[config.mk]
export PLATFORM = sky130hd
export DESIGN_NAME = spi_sensor_poller
export DESIGN_NICKNAME = d
export VERILOG_FILES = /design/src/rtl/spi_sensor_poller.sv
export SDC_FILE = /design/constraint.sdc
export NUM_CORES = 1
export LEC_CHECK = 0
export ABC_CLOCK_PERIOD_IN_PS = 2600
export BUFFER_PORTS_ARGS = -buffer_cell sky130_fd_sc_hd__buf_2
export CAP_MARGIN = 30
export CORE_UTILIZATION = 50
export CTS_BUF_LIST = sky130_fd_sc_hd__clkbuf_2
export CTS_CLUSTER_DIAMETER = 40
export CTS_CLUSTER_SIZE = 10
export DETAILED_ROUTE_END_ITERATION = 10
export PLACE_DENSITY_LB_ADDON = 0.1
export SLEW_MARGIN = 5
export SYNTH_ARGS = -nofsm -noshare
export SYNTH_HDL_FRONTEND = slang
export SYNTH_SLANG_ARGS = --single-unit
[constraint.sdc]
create_clock -name Clk -period 2.6 [get_ports Clk]
set_clock_uncertainty 0.1 [all_clocks]
set_input_delay 0.26 -clock Clk [delete_from_list [all_inputs] [get_ports Clk]]
set_output_delay 0.26 -clock Clk [all_outputs]
set_load 0.02 [all_outputs]
[src/rtl/spi_sensor_poller.sv]
// spi_sensor_poller
//
// SPI master for a register-mapped sensor. After reset it sends one 16-bit
// configuration write. It then polls Channels registers of Channel_Bytes
// bytes each, starting at Base_Address. A complete snapshot of all channels
// is published on Data, together with a one-cycle Valid strobe.
//
// Optional feature: define SPI_POLLER_BURST_EN to read a whole frame as one
// multi-byte burst transaction instead of one transaction per channel.
//
// Ports:
//   Clk     in   system clock, rising edge
//   nReset  in   asynchronous active-low reset
//   Enable  in   polling runs while high
//   Data    out  channel snapshot, channel i at [(i+1)*W-1 : i*W]
//   Valid   out  one-Clk pulse when Data updates
//   Busy    out  nCS low or a frame in progress
//   nCS     out  SPI chip select, active low
//   SClk    out  SPI clock, idles at CPOL
//   SDI     out  SPI data to the sensor
//   SDO     in   SPI data from the sensor
module spi_sensor_poller #(
  parameter int          Clock_Div     = 5,
  parameter int          Channels      = 3,
  parameter int          Channel_Bytes = 2,
  parameter bit          CPOL          = 1'b1,
  parameter bit          CPHA          = 1'b1,
  parameter logic [15:0] Init_Word     = 16'h3109,
  parameter logic [5:0]  Base_Address  = 6'h32
) (
  input  logic                                Clk,
  input  logic                                nReset,
  input  logic                                Enable,
  output logic [Channels*Channel_Bytes*8-1:0] Data,
  output logic                                Valid,
  output logic                                Busy,
  output logic                                nCS,
  output logic                                SClk,
  output logic                                SDI,
  input  logic                                SDO
);

  localparam int Total_Bytes = Channels * Channel_Bytes;
  localparam int Ptr_W       = (Total_Bytes > 1) ? $clog2(Total_Bytes) : 1;

`ifdef SPI_POLLER_BURST_EN
  localparam bit Burst = 1'b1;
`else
  localparam bit Burst = 1'b0;
`endif

  // Bits per read transaction: one header byte plus the data bytes.
  localparam int   Frame_Bits = Burst ? (8 + 8 * Total_Bytes) : (8 + 8 * Channel_Bytes);
  localparam logic Multi_Byte = Burst ? 1'b1 : (Channel_Bytes > 1);

  typedef enum logic [2:0] {
    S_INIT,
    S_WAIT_EN,
    S_LOAD,
    S_XFER,
    S_GAP,
    S_PUBLISH
  } state_t;

  state_t state, next_state;

  logic [3:0]                   tick_cnt;
  logic                         tick;
  logic [15:0]                  tx_shift;
  logic [6:0]                   rx_bits;
  logic [9:0]                   xfer_cnt;
  logic [9:0]                   xfer_end;
  logic [9:0]                   bit_cnt;
  logic [Ptr_W-1:0]             byte_ptr;
  logic [3:0]                   ch;
  logic                         init_xfer;
  logic                         in_frame;
  logic [Total_Bytes-1:0][7:0]  shadow;
  logic [5:0]                   ch_addr;
  logic                         last_channel;

  assign tick         = (tick_cnt == 4'(Clock_Div - 1));
  assign ch_addr      = Burst ? Base_Address : (Base_Address + 6'(ch * Channel_Bytes));
  assign last_channel = Burst || (ch == 4'(Channels - 1));
  assign Busy         = !nCS || in_frame;

  // Free-running tick divider; every SPI action waits for a tick.
  always_ff @(posedge Clk or negedge nReset) begin
    if (!nReset) begin
      tick_cnt <= 4'd0;
    end else if (tick) begin
      tick_cnt <= 4'd0;
    end else begin
      tick_cnt <= tick_cnt + 4'd1;
    end
  end

  always_ff @(posedge Clk or negedge nReset) begin
    if (!nReset) begin
      state <= S_INIT;
    end else begin
      state <= next_state;
    end
  end

  // States only advance on ticks. The configuration write goes through
  // Xfer/Gap like a read, but then parks in WaitEn so it runs only once.
  always_comb begin
    next_state = state;
    if (tick) begin
      case (state)
        S_INIT:    next_state = S_XFER;
        S_WAIT_EN: if (Enable) next_state = S_LOAD;
        S_LOAD:    next_state = S_XFER;
        S_XFER:    if (xfer_cnt == xfer_end) next_state = S_GAP;
        S_GAP: begin
          if (init_xfer) begin
            next_state = S_WAIT_EN;
          end else if (last_channel) begin
            next_state = S_PUBLISH;
          end else begin
            next_state = S_LOAD;
          end
        end
        S_PUBLISH: next_state = S_WAIT_EN;
        default:   next_state = S_INIT;
      endcase
    end
  end

  // Transaction datapath. Xfer step 0 drops nCS. Steps 1..2B are SClk
  // edges, where odd steps are leading edges. The final step raises nCS.
  // Drive happens where the step parity equals CPHA, and sampling happens
  // on the other edge. Received bytes are stored in arrival order, so the
  // first byte of each channel lands in its least significant byte.
  always_ff @(posedge Clk or negedge nReset) begin
    if (!nReset) begin
      nCS       <= 1'b1;
      SClk      <= CPOL;
      SDI       <= 1'b1;
      Data      <= '0;
      Valid     <= 1'b0;
      tx_shift  <= '0;
      rx_bits   <= '0;
      xfer_cnt  <= '0;
      xfer_end  <= '0;
      bit_cnt   <= '0;
      byte_ptr  <= '0;
      ch        <= '0;
      init_xfer <= 1'b0;
      in_frame  <= 1'b0;
      shadow    <= '0;
    end else begin
      Valid <= 1'b0;
      if (tick) begin
        case (state)
          S_INIT: begin
            tx_shift  <= Init_Word;
            xfer_end  <= 10'd33;
            xfer_cnt  <= '0;
            bit_cnt   <= '0;
            init_xfer <= 1'b1;
          end
          S_WAIT_EN: begin
            if (Enable) begin
              in_frame <= 1'b1;
              ch       <= '0;
              byte_ptr <= '0;
            end
          end
          S_LOAD: begin
            tx_shift  <= {1'b1, Multi_Byte, ch_addr, 8'h00};
            xfer_end  <= 10'(2 * Frame_Bits + 1);
            xfer_cnt  <= '0;
            bit_cnt   <= '0;
            init_xfer <= 1'b0;
          end
          S_XFER: begin
            xfer_cnt <= xfer_cnt + 10'd1;
            if (xfer_cnt == 10'd0) begin
              nCS <= 1'b0;
              if (!CPHA) begin
                SDI      <= tx_shift[15];
                tx_shift <= {tx_shift[14:0], 1'b0};
              end
            end else if (xfer_cnt == xfer_end) begin
              nCS <= 1'b1;
              SDI <= 1'b1;
            end else begin
              SClk <= ~SClk;
              if (xfer_cnt[0] == CPHA) begin
                SDI      <= tx_shift[15];
                tx_shift <= {tx_shift[14:0], 1'b0};
              end else begin
                rx_bits <= {rx_bits[5:0], SDO};
                bit_cnt <= bit_cnt + 10'd1;
                // The header byte and the whole configuration write are discarded.
                if (!init_xfer && bit_cnt >= 10'd8 && bit_cnt[2:0] == 3'd7) begin
                  shadow[byte_ptr] <= {rx_bits, SDO};
                  byte_ptr         <= byte_ptr + 1'b1;
                end
              end
            end
          end
          S_GAP: begin
            if (!init_xfer && !last_channel) begin
              ch <= ch + 4'd1;
            end
          end
          S_PUBLISH: begin
            Data     <= shadow;
            Valid    <= 1'b1;
            in_frame <= 1'b0;
          end
          default: ;
        endcase
      end
    end
  end

endmodule

==> results_dict.tcl, run 1 <==
set metrics [dict create \
    firstDrtPassIters 4 \
    fp.dieArea_mm2 0.0143 \
    arrival_ns 3.01 \
    grt_start_max_net_pins 50 \
    ant_nets 0 \
    htree_num_levels 4 \
    switchingPower_w 0.00187 \
    netSwitchingFraction_pct 32.1 \
    max-cap-violations 0 \
    yosys_most_used_dff "dfrtp_1" \
    critical_path_required_ns 3.11 \
    fraction_of_final_layout_cells_sized_beyond_drive_strength_1_pct 24.5 \
    setup.worst_path.end "shadow[29]" \
    synthesis.yosys.warnings 0 \
    synth.lib_cells_used.distinct 56 \
    fin_crit_sh_pct 96.3 \
    synth_top_area_share_pct 57.1 \
    ant_diodes 0 \
    combined_global_route_utilization_of_all_metal_layers_pct 21.6 \
    synth_top_area_cell "dfrtp_1" \
    flop_and_latch_count_out_of_synthesis 161 \
    report.final.setup_viol 0 \
    finalCriticalPeriod_ns 2.50 \
    final_nets 736 \
    max-clock-path-buffers 2 \
    max-slew-margin-rel_pct 68.1 \
    grt_setup_unrepaired "false" \
    synth.cell_area_mm2 0.00692 \
    tritoncts.num_buffers 17 \
    final_max_slew_viol_count 0 \
    final_cell_area_mm2 0.00789 \
    p_clk_share_pct 23.8 \
    detailed_place.area_mm2 0.00758 \
    synthCells 639 \
    worst_slew_pin_slew_ns 0.479 \
    endpoint_type_of_the_worst_setup_path "flop" \
    p_int_w 0.00394 \
    cts.root.buffer_cell "clkbuf_2" \
    via_to_cell_ratio 5.36 \
    area.growth.synth_to_final_pct 14.0 \
    cellLeakagePower_nw 4.18 \
    initialDrtViolationCount 265 \
    tritoncts "built" \
    r2r_start "xfer_cnt[0]" \
    timing.reg2reg.worst_path_depth 7 \
    core_area_mm2 0.0133 \
    numPortBuffers 56 \
    async_reset_ff_share_pct 100 \
    fin_util_pct 59.1 \
    die_w_um 120 \
    syn-num-nets 653 \
    globalplace.congestion 0.846 \
    syn-mean-instance-area_um2 10.8 \
    total_vias_in_the_final_route 4885 \
    worstSetupStartpoint "xfer_cnt[0]" \
    wire_length_of_the_first_global_routing_pass_um 24100 \
    edff_count_synth 0 \
    hp-class "input pin to flop" \
    grt.overflow.total 0 \
    postRouteWirelength_um 14100 \
    placed_cells 874 \
    peakVddDrop_mv 0.393 \
    hpwl_um 9370 \
    highest_count_cells_in_the_layout_ignoring_fill_and_taps "174 x nand2_1, 158 x dfrtp_1, 55 x buf_2" \
    cp-start-kind "flop" \
    fp-row-count 42 \
    timing.final.hold_violations 0 \
    clkTransAtPathRegs_ns 0.24 \
    worstReg2RegEnd "shadow[29]" \
    routed_wire_length_per_instance_um 15.5 \
    synth.top_cells.by_area "dfrtp_1 57%, nand2_1 9.5%, mux2_2 6.0%" \
    achievable-frequency_mhz 399 \
    ys_seq_area_share_pct 58.3 \
    tns_ns 0 \
    cp_max_fo 10 \
    vias_in_the_first_global_route 4808 \
    tritoncts_num_sinks 161 \
    antenna_violations_before_repair 0 \
    hold_path_depth 4 \
    drc 0 \
    powerDensity_mw_per_mm2 736 \
    fp.dieH_um 120 \
    initial_core_util_pct 51.9 \
    num_io_pins 57 \
    p_comb_share_pct 24.2 \
    r2r_setup_slack_ns 0.1 \
    result_of_the_run "complete, no violations" \
    seqPwrFrac_pct 52.0 \
    worst_skew_pair.late_latency_ns 0.73 \
    timing.setup.critical_path_class "flop to flop" \
    layout.cells.non_filler 911 \
    final_common_cell "nand2_1" \
]
## cell usage after synthesis, types with 2 or more instances
| library cell | count |
|---|---|
| mux2i_1 | 3 |
| o21ai_0 | 29 |
| buf_2 | 3 |
| and3_1 | 9 |
| nand3b_1 | 3 |
| clkbuf_1 | 22 |
| or3b_2 | 2 |
| a21o_1 | 3 |
| nor4_1 | 7 |
| a211o_1 | 2 |
| inv_1 | 15 |
| buf_6 | 2 |
| a32o_1 | 4 |
| o2bb2ai_1 | 2 |
| a211oi_1 | 2 |
| a21oi_1 | 20 |
| and4_1 | 5 |
| xnor2_1 | 4 |
| nor2_1 | 22 |
| mux2_4 | 8 |
| nand3_2 | 3 |
| nor3_1 | 5 |
| ha_1 | 10 |
| mux2_2 | 37 |
| nand4_1 | 5 |
| dfstp_2 | 3 |
| o31ai_1 | 3 |
| and3b_1 | 2 |
| mux2_1 | 16 |
| nand3_1 | 10 |
| nand2_1 | 175 |
| nand2b_1 | 6 |
| or3_1 | 8 |
| o22ai_1 | 2 |
| a31oi_1 | 2 |
| dfrtp_1 | 158 |
| a22o_1 | 8 |
## stage by stage
stage                     hold WS, ns  power (W)  setup WS [ns]
after floorplan                -0.136    0.00393          0.184
after global placement          0.223    0.00441          0.191
final                           0.267    0.00581         0.0967
after global routing            0.213    0.00615        0.00903
after detailed placement        0.235    0.00444          0.123
after CTS                       0.193    0.00585         0.0858
## power by group through the flow
| stage | registers [W] | logic (W) | clock network, W |
|---|---|---|---|
| 2_1_floorplan | 0.00300 | 0.000936 | 0 |
| 3_3_place_gp | 0.00305 | 0.00136 | 0 |
| 3_5_place_dp | 0.00306 | 0.00139 | 0 |
| 4_1_cts | 0.00301 | 0.00141 | 0.00143 |
| 5_1_grt | 0.00305 | 0.00157 | 0.00153 |
| 6_report | 0.00302 | 0.00141 | 0.00138 |
## sequential cells by signal, summed over array words and instances (netlist names)
signal and flops:
xfer_cnt 10, shadow 48, rx_bits 7, nCS 1
tick_cnt 4, Valid 1, SDI 1, byte_ptr 3
xfer_end 2, in_frame 1, tx_shift 16, ch 4
state 3, SClk 1, init_xfer 1, Data 48
bit_cnt 10
## cell type report
| class | instances | area, µm² |
|---|---|---|
| clock buffer | 20 | 100 |
| clock inverter | 12 | 141 |
| fill | 1171 | 5460 |
| inverter | 16 | 60.1 |
| multi-input combinational | 435 | 2720 |
| sequential | 161 | 4030 |
| tap | 176 | 220 |
| timing repair buffer | 91 | 617 |
## worst max-delay path: stages (launching register included)
cell	delay, ns
dfrtp_1	0.45
inv_1	0.09
ha_1	0.15
or3b_2	0.45
a211o_2	0.44
buf_4	0.19
nand3_2	0.17
mux2_2	0.37
## logic make-up after synthesis
logic type | count (synthesis) | synth area share, %
and+or+nand+nor | 267 | 17.4
muxes | 64 | 10.8
xor gates and xnor gates | 5 | 0.633
AOI/OAI and AO/OA | 89 | 8.55
DFF | 161 | 58.3
adders and majority gates | 10 | 1.81
buffers and inverters | 43 | 2.60
## timing repair
action,in CTS,in global routing
endpoints found under the hold margin,173,0
setup buffers,0,0
gates resized for setup,0,3
hold buffers,5,0
endpoints found under the setup margin,0,10
## metal layers
| metal | global-route usage (%) | part of all wire (%) |
|---|---|---|
| met3 | 4.33 | 4.0 |
| met1 | 30.6 | 48 |
| met5 | 0 | 0 |
| met2 | 33.2 | 47 |
| met4 | 7.81 | 1.3 |
## worst min path at each step
stage                start    endpoint
CTS                 Enable    in_frame
global placement    nReset    Data[16]
floorplan           nReset     Data[0]
detailed placement  nReset  shadow[23]
global route        Enable    in_frame
finish              Enable    in_frame
No activity file was read; power rests on OpenSTA's default activity.
==> run 2, diff against run 1 <==
--- a/config.mk
+++ b/config.mk
@@ -5,14 +5,16 @@
 export SDC_FILE = /design/constraint.sdc
 export NUM_CORES = 1
 export LEC_CHECK = 0
-export ABC_CLOCK_PERIOD_IN_PS = 2600
+export ABC_CLOCK_PERIOD_IN_PS = 2400
 export BUFFER_PORTS_ARGS = -buffer_cell sky130_fd_sc_hd__buf_2
 export CAP_MARGIN = 30
+export CORE_MARGIN = 2
 export CORE_UTILIZATION = 50
 export CTS_BUF_LIST = sky130_fd_sc_hd__clkbuf_2
 export CTS_CLUSTER_DIAMETER = 40
 export CTS_CLUSTER_SIZE = 10
 export DETAILED_ROUTE_END_ITERATION = 10
+export HOLD_SLACK_MARGIN = 0.06
 export PLACE_DENSITY_LB_ADDON = 0.1
 export SLEW_MARGIN = 5
 export SYNTH_ARGS = -nofsm -noshare
==> constraint.sdc (replaced) <==
create_clock -name Clk -period 2.4 [get_ports Clk]
set_clock_uncertainty 0.1 [all_clocks]
set_input_delay 0.24 -clock Clk [delete_from_list [all_inputs] [get_ports Clk]]
set_output_delay 0.24 -clock Clk [all_outputs]
set_load 0.02 [all_outputs]
==> run 2 against run 1 <==
Net effect:
- count of clock-buffer cells in the layout shrank 3
- sequential cell count stayed put
- first-iteration DRC count increased by 4.2%
- utilization rose by 0.76 points
- sequential share of layout area is 0.84 points lower
- setup slack got worse by 0.036 ns
- sequential power is 8.3% higher
- global-route usage decreased by 0.22 points
- critical path type unchanged
- critical endpoint is now shadow[31]
- largest cell class unchanged
==> results_dict.tcl, run 2 (synthesis gave the netlist of run 1 again) <==
set metrics [dict create \
    result_of_the_run "complete, no violations" \
    endpoint_type_of_the_worst_setup_path "flop" \
    tritoncts_num_sinks 161 \
    combined_global_route_utilization_of_all_metal_layers_pct 21.4 \
    layout_top_registers "Data (48), shadow (48), tx_shift (16)" \
    highest_count_cells_in_the_layout_ignoring_fill_and_taps "173 x nand2_1, 158 x dfrtp_1, 55 x buf_2" \
    wire_length_of_the_first_global_routing_pass_um 24800 \
    r2r_start "xfer_cnt[0]" \
    cp_max_fo 8 \
    worst_hold_startpoint "Enable" \
    cp-start-kind "flop" \
    p_clk_share_pct 23.9 \
    switchingPower_w 0.00209 \
    setup.worst_path.end "shadow[31]" \
    fraction_of_final_layout_cells_sized_beyond_drive_strength_1_pct 26.3 \
    final_nets 746 \
    grt_setup_unrepaired "false" \
    firstDrtPassIters 5 \
    max-slew-margin-rel_pct 58.1 \
    timing.setup.critical_path_class "flop to flop" \
    clkTransAtPathRegs_ns 0.22 \
    initialDrtViolationCount 276 \
    area.growth.synth_to_final_pct 15.9 \
    max-clock-path-buffers 2 \
    htree_num_levels 4 \
    cts_setup_buffers 0 \
    p_comb_share_pct 25.2 \
    final_common_cell "nand2_1" \
    final_max_slew_viol_count 0 \
    netSwitchingFraction_pct 32.6 \
    total_area_of_multi_input_combinational_cells_mm2 0.00278 \
    cellLeakagePower_nw 4.23 \
    initial_core_util_pct 51.7 \
    core_area_mm2 0.0134 \
    tritoncts "built" \
    hpwl_um 10100 \
    grt.overflow.total 0 \
    finalCriticalPeriod_ns 2.34 \
    routed_wire_length_per_instance_um 15.8 \
    total_vias_in_the_final_route 4940 \
    globalplace.congestion 0.870 \
    peakVddDrop_mv 0.403 \
    p_total_w 0.00642 \
    tns_ns 0 \
    max-cap-violations 0 \
    cts.root.buffer_cell "clkbuf_2" \
    timing.reg2reg.worst_path_depth 6 \
    powerDensity_mw_per_mm2 800 \
    fp-row-count 42 \
    fp.dieH_um 122 \
    p_int_w 0.00432 \
    critical_path_required_ns 2.93 \
    worst_slew_pin_slew_ns 0.629 \
    numPortBuffers 56 \
    ant_nets 0 \
    die_w_um 122 \
    postRouteWirelength_um 14600 \
    worstReg2RegEnd "shadow[31]" \
    report.final.setup_viol 0 \
    grt_start_max_net_pins 68 \
    hp-class "input pin to flop" \
    worstSetupStartpoint "xfer_cnt[0]" \
    tritoncts.num_buffers 17 \
    fp.dieArea_mm2 0.0148 \
    num_io_pins 57 \
    seqPwrFrac_pct 50.9 \
    worst_skew_pair.late_latency_ns 0.73 \
    worst_hold_slack_ns 0.247 \
    achievable-frequency_mhz 428 \
    vias_in_the_first_global_route 5088 \
    seqCellArea_mm2 0.00403 \
    via_to_cell_ratio 5.36 \
    timing.final.hold_violations 0 \
    drc 0 \
    arrival_ns 2.87 \
    antenna_violations_before_repair 1 \
    r2r_setup_slack_ns 0.06 \
    filler_cell_count 1184 \
    fin_crit_sh_pct 97.5 \
]
## run 2: cell count changes in the layout (fill, tap and decap cells not counted), moves of 2 or more
cell / delta
buf_4: +10
nand3_2: -3
clkbuf_2: -3
and4_1: -2
nor4_1: -3
and4_2: +2
nor4_2: +3
nand3_4: +3
clkinv_4: +2
## run 2: metrics by stage
stage	setup slack (ns)	cells	util, %	instance area, µm²
6_report	0.0611	922	59.9	8020
5_1_grt	0.00513	922	59.9	8020
4_1_cts	0.0199	921	59.6	7990
3_5_place_dp	0.0122	885	57.2	7660
3_3_place_gp	0.0313	885	57.2	7660
2_1_floorplan	0.0101	639	-	6920
## run 2: what timing repair did
action	CTS	global route
resized for setup	5	9
hold buffers	4	0
pin swaps	0	1
setup endpoints to repair	37	61
endpoints found under the hold margin	175	0
## run 2: area by class of cell
| type | instances | share of cell area (%) |
|---|---|---|
| sequential | 161 | 50.3 |
| multi-input combinational | 435 | 34.6 |
| timing repair buffer | 101 | 8.42 |
| tap | 176 | 2.74 |
| clock inverter | 15 | 2.09 |
| clock buffer | 17 | 1.06 |
| inverter | 16 | 0.749 |
| antenna | 1 | 0.0312 |
## run 2: worst min path at each step
stage / to / slack (ns) / depth (start not counted)
finish: in_frame / 0.25 / 4
global placement: Data[26] / 0.17 / 1
detailed placement: Data[26] / 0.18 / 1
global route: in_frame / 0.21 / 4
floorplan: Data[0] / -0.16 / 0
CTS: in_frame / 0.20 / 4
## run 2: metal layers
metal	wire length [µm]	track usage, %	up-vias
met5	0	0	-
met4	208	6.90	0
met3	529	4.59	15
met2	7130	36.5	97
met1	6700	27.5	2438
li1	-	-	2390
## run 2: power by group through the flow
stage	Sequential, W	Clock [W]	Combinational, W
after global routing	0.00331	0.00169	0.00181
final	0.00327	0.00153	0.00162
after detailed placement	0.00332	0	0.00157
after floorplan	0.00325	0	0.00101
after global placement	0.00331	0	0.00151
after CTS	0.00327	0.00158	0.00160
## run 2: worst max-delay path, cell delays in order (launching register included)
cell and delay, ns:
dfrtp_1 0.46, or3_1 0.31, a211o_1 0.34, a211o_4 0.38
buf_4 0.18, nand3_4 0.11, mux2_2 0.36
==> run 3, diff against run 2 <==
--- a/config.mk
+++ b/config.mk
@@ -10,7 +10,6 @@
 export CAP_MARGIN = 30
 export CORE_MARGIN = 2
 export CORE_UTILIZATION = 50
-export CTS_BUF_LIST = sky130_fd_sc_hd__clkbuf_2
 export CTS_CLUSTER_DIAMETER = 40
 export CTS_CLUSTER_SIZE = 10
 export DETAILED_ROUTE_END_ITERATION = 10
==> run 3 against run 2 <==
Net effect:
- sequential share of layout area decreased by 1.9 points
- utilization increased by 2.3 points
- largest cell class unchanged
- total power increased by 19%
- setup slack got worse by 0.022 ns
- clock power increased by 82%
- via count increased by 0.77%
- global-route usage increased by 0.51 points
- worst hold slack got worse by 0.15 ns
- maximum frequency decreased by 0.91%
- non-clock buffer count decreased by 2
- cell count decreased by 0.33%
==> results_dict.tcl, run 3 (synthesis gave the netlist of run 1 again) <==
set metrics [dict create \
    fin_crit_sh_pct 98.4 \
    max-cap-violations 0 \
    fp.dieH_um 122 \
    timing.setup.critical_path_class "flop to flop" \
    cp_max_fo 8 \
    hp-class "input pin to flop" \
    initialDrtViolationCount 316 \
    cts.root.buffer_cell "clkbuf_16" \
    worst_skew_pair.late_latency_ns 0.42 \
    die_w_um 122 \
    drc 0 \
    globalplace.congestion 0.870 \
    fp.dieArea_mm2 0.0148 \
    final_max_slew_viol_count 0 \
    htree_num_levels 4 \
    vias_in_the_first_global_route 5180 \
    wire_length_of_the_first_global_routing_pass_um 25200 \
    initial_core_util_pct 51.7 \
    postRouteWirelength_um 14900 \
    numPortBuffers 56 \
    core_area_mm2 0.0134 \
    highest_count_cells_in_the_layout_ignoring_fill_and_taps "173 x nand2_1, 158 x dfrtp_1, 55 x buf_2" \
    firstDrtPassIters 4 \
    total_vias_in_the_final_route 4978 \
    filler_cell_count 1132 \
    fp-row-count 42 \
    max-slew-margin-rel_pct 57.3 \
    tritoncts.num_buffers 17 \
    combined_global_route_utilization_of_all_metal_layers_pct 21.9 \
    achievable-frequency_mhz 424 \
    ant_nets 0 \
    final_nets 744 \
    tritoncts_num_sinks 161 \
    antenna_violations_before_repair 0 \
    hpwl_um 10100 \
    setup_ws_ns 0.0395 \
    worst_slew_pin_slew_ns 0.640 \
    cellLeakagePower_nw 4.37 \
    ant_diodes 0 \
    finalCriticalPeriod_ns 2.36 \
    report.final.setup_viol 0 \
    fraction_of_final_layout_cells_sized_beyond_drive_strength_1_pct 26.6 \
    cts_setup_buffers 0 \
    total_area_of_multi_input_combinational_cells_mm2 0.00275 \
    num_io_pins 57 \
    final_common_cell "nand2_1" \
    max-clock-path-buffers 2 \
    arrival_ns 2.57 \
    peakVddDrop_mv 0.513 \
    detailed_place.area_mm2 0.00766 \
    timing.final.hold_violations 0 \
    grt.overflow.total 0 \
    clkTransAtPathRegs_ns 0.06 \
    powerDensity_mw_per_mm2 919 \
    layout_top_registers "Data (48), shadow (48), tx_shift (16)" \
    tritoncts "built" \
    routed_wire_length_per_instance_um 16.2 \
    final_cell_area_mm2 0.00833 \
    via_to_cell_ratio 5.42 \
    seqCellArea_mm2 0.00403 \
    pre_cts_slack_ns 0.0122 \
    critical_path_required_ns 2.61 \
    grt_start_max_net_pins 68 \
    area.growth.synth_to_final_pct 20.4 \
    grt_setup_unrepaired "true" \
    cp-start-kind "flop" \
    result_of_the_run "complete, no violations" \
    endpoint_type_of_the_worst_setup_path "flop" \
]
==> run 3: worst max-delay path, cell delays in order, from the launching register on <==
cell and delay [ns]:
dfrtp_1 0.37, or3_1 0.36, a211o_1 0.34, a211o_4 0.37, buf_4 0.16, nand3_2 0.17
mux2_2 0.37
==> run 3: final timing paths <==
check                            start    endpoint  slack (ns)  depth (start not counted)
setup / recovery           xfer_cnt[5]  shadow[31]        0.04                          6
hold / removal                     SDO   shadow[0]         0.1                          2
setup reg to reg           xfer_cnt[5]  shadow[31]        0.04                          6
hold reg to reg                Data[8]     Data[8]        0.37                          2
max in group asynchronous       nReset  shadow[44]        1.16                          3
min in group asynchronous       nReset    Data[26]        0.29                          2
==> run 3: timing repair <==
action                                  in CTS  in global routing
endpoints found under the hold margin       64                  0
endpoints found under the setup margin       5                 49
resized for setup                            3                  7
pin swaps                                    0                  2
hold buffers                                 2                  0
==> run 3: power breakdown <==
group / switching (W) / leakage [nW] / internal, W
registers: 0.000285 / 2.17 / 0.00299
clock network: 0.00109 / 0.299 / 0.00169
logic: 0.000848 / 1.90 / 0.000751
==> run 3: layout make-up <==
type                    count  share of cell area (%)
well taps                 176                    2.64
clock buffers              19                    5.43
inverters                  16                   0.721
flip-flops and latches    161                    48.4
multi-input cells         435                    33.0
clock inverters            13                    1.92
repair buffers             99                    7.87
==> run 3: metal layers <==
layer / routed length (µm) / vias to the layer above / GRT usage [%]
li1: - / 2387 / -
met1: 6730 / 2483 / 27.6
met2: 7450 / 91 / 37.7
met3: 576 / 17 / 5.01
met4: 171 / 0 / 7.26
met5: 0 / - / 0
==> run 3: per-stage QoR <==
step           utilization, %  hold slack (ns)  power (W)  std cells  setup TNS (ns)
2_1_floorplan               -           -0.156    0.00426        639               0
3_3_place_gp             57.2            0.175    0.00482        885               0
3_5_place_dp             57.2            0.183    0.00489        885               0
4_1_cts                  62.0           0.0852    0.00771        919               0
5_1_grt                  62.2           0.0968    0.00806        919         -0.0777
6_report                 62.2           0.0988    0.00766        919               0
